===== src/rtl/oreg_pkg.sv =====
// Shared types and constants for the output-register snapshot bank.
package oreg_pkg;
  localparam int OREG_DATA_W = 32;

  typedef enum logic {RUN = 1'b0, FROZEN = 1'b1} state_t;

  typedef logic signed [OREG_DATA_W-1:0] chan_word_t;

  localparam logic MODE_LAST = 1'b0;
  localparam logic MODE_SUM  = 1'b1;
endpackage


===== src/rtl/oreg_window_accum.sv =====
// One channel of window reduction.
// The output is combinational for the sample that completes the window.
module oreg_window_accum
  import oreg_pkg::*;
#(
  parameter int DATA_W = 32
) (
  input  logic              clk,
  input  logic              rst,
  input  logic              i_valid,
  input  logic              i_first,
  input  logic              i_mode,
  input  logic [DATA_W-1:0] i_data,
  output logic [DATA_W-1:0] o_result
);
  logic [DATA_W-1:0] r_acc;
  logic [DATA_W-1:0] w_base;
  logic [DATA_W-1:0] w_sum;

  // The first sample of a window restarts the sum without needing a clear cycle.
  assign w_base   = i_first ? '0 : r_acc;
  assign w_sum    = w_base + i_data;
  assign o_result = (i_mode == MODE_SUM) ? w_sum : i_data;

  always_ff @(posedge clk) begin
    if (rst) begin
      r_acc <= '0;
    end else if (i_valid) begin
      r_acc <= w_sum;
    end
  end
endmodule


===== src/rtl/oreg_snapshot_bank.sv =====
// NUM_CH channel output bank with decimation windows, sequence count,
// and freeze handshake with a one-entry shadow and saturating drop counter.
module oreg_snapshot_bank
  import oreg_pkg::*;
#(
  parameter int NUM_CH  = 4,
  parameter int DATA_W  = 32,
  parameter int CNT_W   = 32,
  parameter int DECIM_W = 16,
  parameter int DROP_W  = 16
) (
  input  logic                     clk,
  input  logic                     rst,
  input  logic                     sample_valid_i,
  input  logic [NUM_CH*DATA_W-1:0] sample_data_i,
  input  logic [DECIM_W-1:0]       decim_i,
  input  logic                     mode_i,
  input  logic                     freeze_i,
  output logic [NUM_CH*DATA_W-1:0] oreg_o,
  output logic [CNT_W-1:0]         oreg_count_o,
  output logic                     frozen_o,
  output logic [DROP_W-1:0]        drop_count_o
);
  logic [DECIM_W-1:0]       r_win_cnt;
  logic [DECIM_W-1:0]       r_decim;
  logic                     r_mode;
  logic [DECIM_W-1:0]       w_decim_eff;
  logic                     w_mode_eff;
  logic                     w_first;
  logic                     w_complete;
  logic [NUM_CH*DATA_W-1:0] w_result;

  logic [CNT_W-1:0]         r_seq;
  logic [CNT_W-1:0]         w_seq_next;

  state_t                   r_state;
  logic [NUM_CH*DATA_W-1:0] r_oreg;
  logic [CNT_W-1:0]         r_count;
  logic [NUM_CH*DATA_W-1:0] r_shadow;
  logic [CNT_W-1:0]         r_shadow_cnt;
  logic                     r_shadow_vld;
  logic [DROP_W-1:0]        r_drop;

  // Controls are taken live on the first sample so a window of one works.
  assign w_first     = sample_valid_i && (r_win_cnt == '0);
  assign w_decim_eff = w_first ? decim_i : r_decim;
  assign w_mode_eff  = w_first ? mode_i : r_mode;
  assign w_complete  = sample_valid_i && (r_win_cnt == w_decim_eff);
  assign w_seq_next  = r_seq + CNT_W'(1);

  always_ff @(posedge clk) begin
    if (rst) begin
      r_win_cnt <= '0;
      r_decim   <= '0;
      r_mode    <= MODE_LAST;
    end else if (sample_valid_i) begin
      if (w_first) begin
        r_decim <= decim_i;
        r_mode  <= mode_i;
      end
      r_win_cnt <= w_complete ? '0 : r_win_cnt + DECIM_W'(1);
    end
  end

  always_ff @(posedge clk) begin
    if (rst) begin
      r_seq <= '0;
    end else if (w_complete) begin
      r_seq <= w_seq_next;
    end
  end

  generate
    for (genvar gi = 0; gi < NUM_CH; gi++) begin : g_ch
      oreg_window_accum #(
        .DATA_W (DATA_W)
      ) u_accum (
        .clk      (clk),
        .rst      (rst),
        .i_valid  (sample_valid_i),
        .i_first  (w_first),
        .i_mode   (w_mode_eff),
        .i_data   (sample_data_i[gi*DATA_W +: DATA_W]),
        .o_result (w_result[gi*DATA_W +: DATA_W])
      );
    end
  endgenerate

  always_ff @(posedge clk) begin
    if (rst) begin
      r_state      <= RUN;
      r_oreg       <= '0;
      r_count      <= '0;
      r_shadow     <= '0;
      r_shadow_cnt <= '0;
      r_shadow_vld <= 1'b0;
      r_drop       <= '0;
    end else begin
      case (r_state)
        RUN: begin
          if (freeze_i) begin
            r_state <= FROZEN;
            if (w_complete) begin
              r_shadow     <= w_result;
              r_shadow_cnt <= w_seq_next;
              r_shadow_vld <= 1'b1;
            end
          end else if (w_complete) begin
            r_oreg  <= w_result;
            r_count <= w_seq_next;
          end
        end
        FROZEN: begin
          if (!freeze_i) begin
            r_state      <= RUN;
            r_shadow_vld <= 1'b0;
            // A fresh window on the release edge supersedes the shadow.
            if (w_complete) begin
              r_oreg  <= w_result;
              r_count <= w_seq_next;
            end else if (r_shadow_vld) begin
              r_oreg  <= r_shadow;
              r_count <= r_shadow_cnt;
            end
          end else if (w_complete) begin
            r_shadow     <= w_result;
            r_shadow_cnt <= w_seq_next;
            r_shadow_vld <= 1'b1;
            if (r_shadow_vld && (r_drop != '1)) begin
              r_drop <= r_drop + DROP_W'(1);
            end
          end
        end
        default: r_state <= RUN;
      endcase
    end
  end

  assign oreg_o       = r_oreg;
  assign oreg_count_o = r_count;
  assign frozen_o     = (r_state == FROZEN);
  assign drop_count_o = r_drop;
endmodule


===== config.mk =====
export PLATFORM = sky130hd
export DESIGN_NAME = oreg_snapshot_bank
export DESIGN_NICKNAME = d
export VERILOG_FILES = /design/src/rtl/oreg_pkg.sv /design/src/rtl/oreg_window_accum.sv /design/src/rtl/oreg_snapshot_bank.sv
export SDC_FILE = /design/constraint.sdc
export NUM_CORES = 1
export LEC_CHECK = 0
export ABC_CLOCK_PERIOD_IN_PS = 17800
export CAP_MARGIN = 20
export CELL_PAD_IN_SITES_DETAIL_PLACEMENT = 0
export CELL_PAD_IN_SITES_GLOBAL_PLACEMENT = 1
export CORE_ASPECT_RATIO = 0.5
export CORE_MARGIN = 5
export CORE_UTILIZATION = 46
export DETAILED_ROUTE_END_ITERATION = 16
export MAX_ROUTING_LAYER = met4
export PLACE_DENSITY = 0.89
export SLEW_MARGIN = 0
export SYNTH_ARGS = -nofsm -noshare
export SYNTH_HDL_FRONTEND = slang
export SYNTH_SLANG_ARGS = --single-unit

===== constraint.sdc =====
create_clock -name clk -period 17.8 [get_ports clk]
set_input_delay 4.45 -clock clk [delete_from_list [all_inputs] [get_ports clk]]
set_output_delay 4.45 -clock clk [all_outputs]
set_load 0.005 [all_outputs]

# Word level (Yosys, flattened, before mapping)
# Cells that the tools add are included.
[totals] ff_bits=531 ram_bits=0 mem_bits_ro=0 input_bits=149 out_inout_bits=177 latchBits=0 word_cells=67 memories=0
[op_classes] n_addsub=7 n_lt_le_gt_ge=0 bitwise_logic=1 div_mod_pow=0 reduce_logical=7 n_mul=0 shift=0 eq_ne=7 mux=30
[op_table] operator="2-to-1 mux 128 bit" n=6
[op_table] operator="2-to-1 mux 32 bit" n=14
[op_table] operator="case mux 128 bit (2 select lines)" n=1
[op_table] operator="adder 32 bit" n=4
[op_table] operator="case mux 32 bit (2 select lines)" n=1
[op_table] operator="adder 16 x 1 -> 16 bit (second input constant)" n=2
[op_table] operator="adder 32 x 1 -> 32 bit (second input constant)" n=1
[op_table] operator="2-to-1 mux 16 bit" n=2
[op_table] operator="equality test 16 bit" n=1
[op_table] operator="logical NOT 16 bit" n=1
[op_table] operator="inequality test 16 bit (second input constant)" n=1
[op_table] operator="inequality test 2 bit (second input constant)" n=4
[op_table] operator="AND reduction 4 bit" n=2
[op_table] operator="2-to-1 mux 1 bit" n=5
[op_table] operator="logical AND 1 bit" n=3
[op_table] operator="inequality test 3 x 2 -> 1 bit (second input constant)" n=1
[op_table] operator="case mux 1 bit (2 select lines)" n=1
[op_table] operator="AND reduction 2 bit" n=1
[op_table] operator="NOT 1 bit" n=1

# Longest topological paths before layout
[depth] word_depth=8 ltp_mapped=21 mapped_depth_nobuf=18

# Hierarchy
# Synthesis repeated with hierarchy kept, for this count alone.
[unflattened] hier_cells=3918 hier_area_um2=31624.1
[modules_own_cells] module="oreg_snapshot_bank" instances=1 cells_per_inst=2128 seq_area_each_um2=8067.7 area_per_inst_um2=17455.5
[modules_own_cells] module="oreg_window_accum at g_ch[0].u_accum ..." instances=3 cells_per_inst=447 seq_area_each_um2=640.6 area_per_inst_um2=3527.1
[modules_own_cells] module="oreg_window_accum at g_ch[3].u_accum" instances=1 cells_per_inst=449 seq_area_each_um2=640.6 area_per_inst_um2=3587.2

# Least setup slack after synthesis
# OpenSTA, ideal clock, no wires.
[synth_path] kind="input to register" from="input sample_valid_i" to="register r_shadow[126]" cell_stages=19 setup_ns=0.086 path_slack_ns=9.126 arrival_time_ns=8.589 path_cell_list="nor4b_2 nand4_2 clkbuf_1 clkbuf_1 clkbuf_1 clkbuf_1 and2_1 ha_1 clkbuf_1 a2111oi_0 o21ai_0 o21ai_0 o211a_1 o211ai_1 a41oi_1 o31ai_1 or4b_1 and3_1 a211oi_1"
[synth_between] elab_chain_cells=6 word_cells_on_any_way=11 classes_between="add/sub: 1; eq/ne: 1; mux: 6; reduce/logical: 3"
[synth_rtl] element="from (decl)" line="oreg_snapshot_bank.sv:14" text="input logic sample_valid_i,"
[synth_rtl] element="logical AND 1 bit" line="oreg_snapshot_bank.sv:45" text="assign w_first = sample_valid_i && (r_win_cnt == '0);"
[synth_rtl] element="2-to-1 mux 32 bit" line="oreg_window_accum.sv:21" text="assign w_base = i_first ? '0 : r_acc;"
[synth_rtl] element="adder 32 bit" line="oreg_window_accum.sv:22" text="assign w_sum = w_base + i_data;"
[synth_rtl] element="2-to-1 mux 32 bit" line="oreg_window_accum.sv:23" text="assign o_result = (i_mode == MODE_SUM) ? w_sum : i_data;"
[synth_rtl] element="2-to-1 mux 128 bit" line="oreg_snapshot_bank.sv:103, oreg_snapshot_bank.sv:125"
[synth_rtl] element="2-to-1 mux 128 bit" line="oreg_snapshot_bank.sv:101, oreg_snapshot_bank.sv:114"
[synth_rtl] element="to (signal assigned)" line="oreg_snapshot_bank.sv:104" text="r_shadow <= w_result;"
[synth_rtl] element="to (signal assigned)" line="oreg_snapshot_bank.sv:126" text="r_shadow <= w_result;"
[synth_rtl] element="to (decl)" line="oreg_snapshot_bank.sv:39" text="logic [NUM_CH*DATA_W-1:0] r_shadow;"
# Parallel ways exist; a longest one is shown, timed or not. The select of a mux whose other input is x is not followed.
# A chain may end at the register's enable or synchronous reset.

# Worst setup path in the final report
[layout_path] from="input sample_valid_i" to="register r_oreg[61], in the netlist oreg_o[61]"
[layout_between] elab_chain_cells=7 word_cells_on_any_way=16 classes_between="add/sub: 1; eq/ne: 3; mux: 9; reduce/logical: 3"
[layout_rtl] element="logical AND 1 bit" line="oreg_snapshot_bank.sv:45"
[layout_rtl] element="2-to-1 mux 32 bit / 2-to-1 mux 16 bit (equally long branches)"
[layout_rtl] element="adder 32 bit / equality test 16 bit (equally long branches)" line="oreg_window_accum.sv:22, oreg_snapshot_bank.sv:48"
[layout_rtl] element="2-to-1 mux 32 bit / logical AND 1 bit (equally long branches)" line="oreg_window_accum.sv:23, oreg_snapshot_bank.sv:48"
[layout_rtl] element="2-to-1 mux 128 bit, on equally long branches" line="oreg_snapshot_bank.sv:118, oreg_snapshot_bank.sv:108"
[layout_rtl] element="2-to-1 mux 128 bit, on equally long branches" line="oreg_snapshot_bank.sv:114, oreg_snapshot_bank.sv:101"
[layout_rtl] element="case mux 128 bit (2 select lines)" line="oreg_snapshot_bank.sv:99" text="case (r_state)"
[layout_rtl] element="to (signal assigned)" line="oreg_snapshot_bank.sv:109" text="r_oreg <= w_result;"
[layout_rtl] element="to (signal assigned)" line="oreg_snapshot_bank.sv:119" text="r_oreg <= w_result;"
[layout_rtl] element="to (signal assigned)" line="oreg_snapshot_bank.sv:122" text="r_oreg <= r_shadow;"
[layout_rtl] element="to (decl)" line="oreg_snapshot_bank.sv:37" text="logic [NUM_CH*DATA_W-1:0] r_oreg;"
# Parallel ways exist; a longest one is shown, timed or not. The select of a mux whose other input is x is not followed.

==> run_results.csv <==
group,metric,value,unit
status,status,"finished, final reports clean",
min_path,worstHoldPathType,"register to register",
sta,rsz0062_at_grt,"false",
final_layout,fin_nets,4169,
setup_path,crit_type,"input pin to register",
yosys,syn_nets,4025,
clock_network,cts_tree,"yes",
yosys,ys_ff_latch,531,
drt,vias,27400,
clock_network,clk_latency,0.60,ns
setup_path,r2r_cells,13,
yosys,synth_area,30000,sq um
global_routing,grt.overflow.total,0,
clock_network,numCtsBuffers,51,
final_layout,drive_above_1_share,4.17,%
sta,fin_tns_setup,0,ns
clock_network,clk_path_buf_depth,3,
sta,tightest_slew,1.08,ns
clock_network,hold_buffers,0,
clock_network,root_buffer,"clkbuf_16",
global_routing,grt_antenna_before_repair,4,
floorplanning,io-pin-count,326,
yosys,synth-async-reset-ratio,0,%
placement,place_inst,4718,
final_layout,final_common_cell,"dfxtp_1",
drt,ant_nets,0,
setup_path,start_kind,"input pin",
global_routing,grt_pass1_vias,25500,
power_and_ir_drop,ir_drop,0.0000697,V
yosys,ys_types,84,
power_and_ir_drop,power,3.11,mW
drt,post_drt_wl_per_cell,18.9,microns
sta,fmax,0.104,GHz
drt,drtIter0Drc,2110,
placement,pre_cts_ws,7.64,ns
placement,place.gp.congestion,0.909,
final_layout,final_cell_mix,"531 x dfxtp_1, 526 x nor2_1, 418 x nand2_1",
min_path,hp-start,"oreg_o[33]$_SDFFE_PP0P_",
sta,setup_viol,0,
global_routing,grt_max_degree,193,
sta,skew,0.0127,ns
global_routing,track_usage,25.4,%
drt,drc,0,
setup_path,required,18.25,ns
yosys,seq_area_frac_synth,35.4,%
clock_network,cts_sinks,531,
job,maxCapViolCount,0,
global_routing,grt_pass1_wl,142,mm
yosys,avgSynthCellArea,8.01,sq um
floorplanning,start_util,46.3,%
min_path,min_delay_path_depth,2,
yosys,synth_edf_count,0,
sta,worst_slack,8.22,ns
final_layout,final_cells,4818,
sta,hold_violations,0,
clock_network,clk_pin_slew,0.07,ns
clock_network,cts_resized,0,
drt,drt-pass1-iter-count,5,
setup_path,worstReg2RegStart,"r_win_cnt[0]$_SDFFE_PP0P_",
floorplanning,dieArea,70700,sq um
setup_path,endpoint_kind,"register",
power_and_ir_drop,leakagePower,13.8,nW
clock_network,cts_setup_buffers,0,
yosys,dominantRegCellSynth,"dfxtp_1",
placement,dp_hpwl,63.2,mm
sta,drv_slew,0,
placement,io_buffer_count,325,
setup_path,crit_start,"sample_valid_i",
setup_path,r2r-end,"oreg_o[61]$_SDFFE_PP0P_",
floorplanning,core,64700,sq um
drt,wl,90.9,mm
sta,relSlewSlack,27.3,%
floorplanning,rows,66,
drt,viasPerCell,5.68,
clock_network,htreeDepth,2,
floorplanning,die_w,371,microns
final_layout,syn_to_final_growth,17.9,%
setup_path,crit_arrival,10.03,ns
sta,post-route-period-util,53.8,%
min_path,worstHoldEndpoint,"oreg_o[33]$_SDFFE_PP0P_",
yosys,yosysWarnings,0,
yosys,synth_cells,3744,
setup_path,crit_path_max_fanout,66,
setup_path,rrSetupSlack,11.75,ns
power_and_ir_drop,pwr_density_cell,88.0,nW/um^2
sta,min_period,9.58,ns
floorplanning,dieHeight,191,microns
## sequential cells by signal (all words and copies together), names as in the netlist
signal              flops
r_decim                16
r_mode                  1
r_seq                  32
oreg_count_o           32
g_ch.u_accum.r_acc    128
r_shadow              128
r_win_cnt              16
oreg_o                128
frozen_o                1
r_shadow_cnt           32
drop_count_o           16
r_shadow_vld            1
## worst max-delay path by stage
| stage | to | slack, ns | depth (start not counted) |
|---|---|---|---|
| 3_5_place_dp | oreg_o[61]$_SDFFE_PP0P_ | 7.64 | 12 |
| 2_1_floorplan | r_shadow[126]$_SDFFE_PP0P_ | 9.13 | 19 |
| 5_1_grt | oreg_o[61]$_SDFFE_PP0P_ | 7.79 | 12 |
| 6_report | oreg_o[61]$_SDFFE_PP0P_ | 8.22 | 12 |
| 3_3_place_gp | oreg_o[61]$_SDFFE_PP0P_ | 7.77 | 12 |
| 4_1_cts | oreg_o[61]$_SDFFE_PP0P_ | 8.28 | 12 |
## cell usage after synthesis (19+ instances only)
cell	n	area, sq um
o31ai_1	21	158
buf_2	54	270
or3_1	46	288
o21a_1	23	173
and3_1	28	175
o211ai_1	77	578
clkbuf_1	174	653
a21oi_1	344	1720
nand2_1	420	1580
and2_1	146	913
xnor2_1	111	972
mux2i_1	163	1630
nand4_1	21	131
ha_1	128	1600
a211o_1	21	184
a21o_1	73	548
nor3_1	31	155
xor2_1	89	780
a211oi_1	152	1140
nor2_1	526	1970
inv_1	55	206
a311oi_1	23	201
nand3_1	98	490
a31oi_1	32	200
o21ai_0	100	500
o21bai_1	23	173
dfxtp_1	531	10600
buf_1	19	71.3
## power breakdown
part / internal, mW / switching (mW) / total (mW)
registers: 1.24 / 0.0238 / 1.26
logic: 0.271 / 0.398 / 0.669
clock network: 0.683 / 0.501 / 1.18
total: 2.19 / 0.923 / 3.11
## routing by layer
layer,vias to the layer above,track usage [%],part of all wire (%)
met2,593,42.0,48
met4,0,6.28,2.5
li1,13500,-,-
met5,-,-,0
met3,125,2.82,4.3
met1,13100,33.4,46
## cells by family after synthesis
family	synth area share, %
AO/OA/AOI/OAI	21.4
XOR/XNOR	5.84
adder cells (fa/ha/maj)	5.61
buffers and inverters	4.41
flip-flops	35.4
multiplexers	5.70
AND/OR/NAND/NOR	21.6
## through the flow
| stage | hold WS, ns | instance area (sq um) | utilization (%) |
|---|---|---|---|
| 2_1_floorplan | 0.431 | 30000 | - |
| 3_3_place_gp | 0.437 | 33500 | 51.8 |
| 3_5_place_dp | 0.442 | 33500 | 51.8 |
| 4_1_cts | 0.452 | 35300 | 54.6 |
| 5_1_grt | 0.464 | 35400 | 54.6 |
| 6_report | 0.449 | 35400 | 54.6 |
## critical path, stage by stage
cell	delay [ns]
buf_6	0.30
nor4b_2	0.41
nand4_4	0.44
a2111oi_4	0.48
a221oi_1	0.16
or4b_1	0.80
o21ai_4	0.76
buf_4	0.66
buf_4	0.73
nand2_1	0.40
o221ai_1	0.28
o21ai_1	0.09
## cell type report
class	instances	area, sq um
Timing Repair Buffer	352	3500
Fill cell	6093	29400
Clock inverter	28	333
Clock buffer	67	1470
Sequential cell	531	10600
Multi-Input combinational cell	2897	18100
Inverter	55	206
Antenna cell	4	10.0
Tap cell	884	1110
Power figures use the tool's default switching activity.
